### src/rtl/pwqe_station_buffer.sv
// Slot buffer for bandwidth-sensitive partial WQEs: upstream enqueue into the lowest free
// slot, scheduler read/write-back on port 1, and release of a slot when its transport completes.
module pwqe_station_buffer #(
  parameter int WQE_WIDTH           = 512,
  parameter int PWQE_SLOT_NUM       = 4,
  parameter int PWQE_BUF_ADDR_WIDTH = 2,
  parameter int PWQE_BUF_WIDTH      = 512
) (
  input  logic                           clk,
  input  logic                           rst_n,
  input  logic                           i_enq_val,
  output logic                           o_enq_rdy,
  input  logic [WQE_WIDTH-1:0]           i_enq_wqe,
  output logic [PWQE_BUF_ADDR_WIDTH-1:0] o_enq_addr,
  input  logic                           i_ren_1,
  input  logic                           i_wen_1,
  input  logic [PWQE_BUF_ADDR_WIDTH-1:0] i_addr_1,
  input  logic [PWQE_BUF_WIDTH-1:0]      i_din_1,
  output logic [PWQE_BUF_WIDTH-1:0]      o_dout_1,
  output logic [PWQE_SLOT_NUM-1:0]       o_slot_status,
  input  logic                           i_free_val,
  input  logic [PWQE_BUF_ADDR_WIDTH-1:0] i_free_addr,
  output logic                           o_err
);

  logic [PWQE_SLOT_NUM-1:0]       valid_q, valid_d;
  logic [PWQE_BUF_WIDTH-1:0]      dout_q, dout_d;
  logic                           err_q, err_d;
  logic [PWQE_BUF_WIDTH-1:0]      slot_q [PWQE_SLOT_NUM];

  logic [PWQE_BUF_ADDR_WIDTH-1:0] enq_addr;
  logic                           enq_rdy;
  logic                           enq_fire;
  logic                           wr_ok;
  logic                           wr_bad;
  logic                           free_ok;
  logic                           free_bad;
  logic [PWQE_BUF_WIDTH-1:0]      enq_data;

  assign enq_rdy  = |(~valid_q);
  assign enq_fire = i_enq_val & enq_rdy;
  assign enq_data = PWQE_BUF_WIDTH'(i_enq_wqe);

  // Scanning from the top down leaves the lowest free index; 0 when full.
  always_comb begin
    enq_addr = '0;
    for (int k = PWQE_SLOT_NUM - 1; k >= 0; k--) begin
      if (!valid_q[k]) enq_addr = PWQE_BUF_ADDR_WIDTH'(k);
    end
  end

  assign wr_ok    = i_wen_1 &  valid_q[i_addr_1];
  assign wr_bad   = i_wen_1 & ~valid_q[i_addr_1];
  assign free_ok  = i_free_val &  valid_q[i_free_addr];
  assign free_bad = i_free_val & ~valid_q[i_free_addr];

  // Enqueue only targets a free slot and free only clears an occupied one, so they never collide.
  always_comb begin
    valid_d = valid_q;
    if (free_ok)  valid_d[i_free_addr] = 1'b0;
    if (enq_fire) valid_d[enq_addr]    = 1'b1;
  end

  always_comb begin
    dout_d = dout_q;
    if (i_ren_1) dout_d = wr_ok ? i_din_1 : slot_q[i_addr_1];
  end

  assign err_d = err_q | wr_bad | free_bad;

  always_ff @(posedge clk or negedge rst_n) begin
    if (!rst_n) begin
      valid_q <= '0;
      dout_q  <= '0;
      err_q   <= 1'b0;
    end else begin
      valid_q <= valid_d;
      dout_q  <= dout_d;
      err_q   <= err_d;
    end
  end

  // Slot payload carries no reset; its contents only matter once a slot has been written.
  always_ff @(posedge clk) begin
    if (enq_fire) slot_q[enq_addr] <= enq_data;
    if (wr_ok)    slot_q[i_addr_1] <= i_din_1;
  end

  assign o_enq_rdy     = enq_rdy;
  assign o_enq_addr    = enq_addr;
  assign o_dout_1      = dout_q;
  assign o_slot_status = valid_q;
  assign o_err         = err_q;

endmodule
### config.mk
export PLATFORM = sky130hd
export DESIGN_NAME = pwqe_station_buffer
export DESIGN_NICKNAME = d
export VERILOG_FILES = /design/src/rtl/pwqe_station_buffer.sv
export SDC_FILE = /design/constraint.sdc
export NUM_CORES = 2
export LEC_CHECK = 0
export BUFFER_PORTS_ARGS = -buffer_cell sky130_fd_sc_hd__buf_2
export CORE_AREA = 2 2 604 606
export CTS_CLUSTER_SIZE = 12
export DETAILED_ROUTE_END_ITERATION = 10
export DIE_AREA = 0 0 606 608
export GPL_ROUTABILITY_DRIVEN = 0
export PLACE_DENSITY_LB_ADDON = 0.08
export SLEW_MARGIN = 25
export SYNTH_ARGS = -nofsm -noshare
export SYNTH_HDL_FRONTEND = slang
export SYNTH_SLANG_ARGS = --single-unit
export TNS_END_PERCENT = 100
### constraint.sdc
create_clock -name clk -period 51 [get_ports clk]
set_clock_uncertainty 0.05 [all_clocks]
set_input_delay 10.2 -clock clk [delete_from_list [all_inputs] [get_ports clk]]
set_output_delay 10.2 -clock clk [all_outputs]
set_load 0.05 [all_outputs]
==> summary.md <==
| Metric | Value |
|---|---|
| Status | completed |
| DR top layer | met5 |
| Root Driver | clkbuf_16 |
| H-tree levels | 5 |
| GRT Util Overall | 23.36% |
| First-pass DRT Iterations | 5 |
| Final hold violation count | 0 |
| Peak VDD IR | 0.00003102 V |
| Rows | 221 |
| Clk buf depth | 4 |
| Max cap viols | 0 |
| # IOs | 1,554 |
| Finished Cell Area | 0.1440 mm² |
| Critical Path AT | 15.58 ns |
| CTS tree | done |
| Top cell type by total area after synthesis | edfxtp_1 |
| Leak | 52.21 nW |
| DP HPWL | 278,800 µm |
| Hold depth | 1 |
| Slew HR | 16.59% |
| Synth area leaders | edfxtp_1 (51%), mux2_2 (19%), dfrtp_1 (11%) |
| CTS Sinks | 2,565 |
| Clock Latency Late Sink | 0.92 ns |
| RSZ-0062 raised after global routing | false |
| Top cell type's share of synthesized area | 50.85% |
| Mapped Area | 0.1209 mm² |
| Number of global-route vias before repair | 77,710 |
| Die width | 606 µm |
| Final setup TNS | 0 ns |
| Drc violations | 0 |
| Global-route wire length before repair | 619,400 µm |
| CTS clk-pin slew, worst paths | 0.06 ns |
| CTS resizes | 0 |
| Die height | 608 µm |
| YS warnings | 0 |
| Critical path class | in2reg |
| Commonest non-fill, non-tap cells in the layout | mux2_2 (2,049), edfxtp_1 (2,048), buf_2 (1,549) |
| DR vias | 76,550 |
| Final critical-path share of the clock period | 29.42% |
| Vias per cell | 5.314 |
| Die area | 0.3684 mm² |
| Reg area | 0.07444 mm² |
| Syn nets | 8,820 |
| Synth Instances | 7,786 |
| Final critical-path required period | 15.00 ns |
| NumNets Final | 10,240 |
| Grt ovf | 0 |
| Footprint of the multi-input gates | 0.04387 mm² |
| Post-route ant nets | 0 |
| Crit Path Max Fanout | 104 |
| Cell Pwr Density | 45.14 mW/mm² |
| PortBufs | 1,553 |
| Layout cells sized above 1 | 49.69% |
| Worst path required time | 51.57 ns |
| Initial antenna violation count | 414 |
| Initial core utilization | 33.44% |
| Cell Area, Placed | 0.1335 mm² |
| Utilization after layout | 39.80% |
| Setup bufs post-CTS | 0 |
| Fillers | 34,110 |
| Least-Margin Pin Slew | 1.251 ns |
| Commonest non-fill, non-tap cell in the layout | mux2_2 |
| Met1 wire length | 177,600 µm |
| Largest net degree at the start of global routing | 146 |
| Met3 wire len | 29,830 µm |
| R2R depth | 8 |
| Area Growth Syn to Fin | 19.04% |
| Final WL | 443,300 µm |
| Synthesized flop and latch total | 2,565 |
| Max Slew Vio Count | 0 |
| Core area | 0.3617 mm² |
| Synth unique cells | 26 |
| Hold-fix buffers at CTS | 0 |
| Startpoint Class | primary input |
| Final setup violation count | 0 |
| DR WL/cell | 30.78 µm |
| Avg Inst Size Synth | 15.53 µm² |
| DRT iter0 DRCs | 5,764 |
| Cts bufs inserted | 312 |
| Hold Path Class | reg2reg |
| Setup crit end kind | flip-flop |
| DR WL met2 | 214,000 µm |
| Peak Freq | 66.65 MHz |
| Hold Slack | 0.4414 ns |
| Post-synthesis sequential area ratio | 61.55% |
==> worst max-delay path, stage by stage <==
cell	delay, ns
buf_8	0.59
nand4b_1	0.27
buf_4	0.53
buf_4	0.75
buf_12	0.60
buf_4	0.85
buf_4	0.82
mux2_2	0.41
==> state kept, by name, indices dropped and copies added, names as in the netlist <==
name,count
o_dout_1,512
o_err,1
o_slot_status,4
slot_q,2048
==> power by group <==
group | switching, W | internal, W | total, W
Clock | 0.000937 | 0.00130 | 0.00224
Combinational | 0.00102 | 0.000427 | 0.00145
Sequential | 0.000137 | 0.00267 | 0.00281
==> cells by family (layout without fill, tap and decap cells) <==
family / Yosys count / after routing / share of synthesized area [%]
other cells: 0 / 140 / 0
compound gates: 524 / 524 / 2.714
flops: 2565 / 2565 / 61.55
buf+inv: 576 / 2260 / 2.226
mux: 2564 / 2564 / 28.65
simple gates: 1557 / 1557 / 4.863
==> cells in the mapped netlist <==
library cell / count
mux2_2: 2049
edfxtp_1: 2048
nand2_1: 1031
dfrtp_1: 517
mux4_2: 513
nor2_1: 513
a31oi_1: 512
buf_2: 403
clkbuf_1: 162
buf_4: 7
o21ai_0: 5
a21oi_1: 3
nand4_1: 3
buf_1: 2
inv_1: 2
mux2i_1: 2
nand2b_1: 2
nand3_1: 2
nand3b_1: 2
nand4b_1: 2
a21o_1: 1
a221o_1: 1
nor3_1: 1
nor3b_1: 1
o22a_1: 1
o22ai_2: 1
==> routing by layer <==
metal	track usage (%)	vias up
met1	29.27	39580
li1	-	33180
met5	0	-
met4	10.46	180
met3	5.559	1071
met2	38.25	2540
==> area by class of cell <==
| class | count | area share (%) |
|---|---|---|
| Antenna cell | 140 | 0.2434 |
| Multi-Input combinational cell | 4645 | 30.47 |
| Timing Repair Buffer | 1682 | 6.385 |
| Clock buffer | 445 | 6.092 |
| Tap cell | 4794 | 4.167 |
| Inverter | 2 | 0.005215 |
| Sequential cell | 2565 | 51.71 |
| Clock inverter | 131 | 0.9291 |
==> metrics by stage <==
| step | worst slack [ns] | cells | power [W] |
|---|---|---|---|
| 2_1_floorplan | 2.947 | 7786 | 0.004096 |
| 3_3_place_gp | 34.95 | 13690 | 0.004313 |
| 3_5_place_dp | 34.96 | 13690 | 0.004329 |
| 4_1_cts | 35.96 | 14260 | 0.006580 |
| 5_1_grt | 35.84 | 14350 | 0.006739 |
| 6_report | 36.00 | 14400 | 0.006498 |
==> worst paths after layout <==
kind                                              to                        from  slack [ns]
max                          slot_q[1][28]$_DFFE_PP_                 i_addr_1[1]       36.00
min reg2reg                          o_err$_DFF_PN0_             o_err$_DFF_PN0_        0.44
min                                  o_err$_DFF_PN0_             o_err$_DFF_PN0_        0.44
max reg2reg                 slot_q[0][318]$_DFFE_PP_  o_slot_status[0]$_DFF_PN0_       45.05
max in group asynchronous   o_dout_1[63]$_DFFE_PN0P_                       rst_n       38.92
min in group asynchronous  o_dout_1[425]$_DFFE_PN0P_                       rst_n        9.21
(Power assumes the default switching activity.)
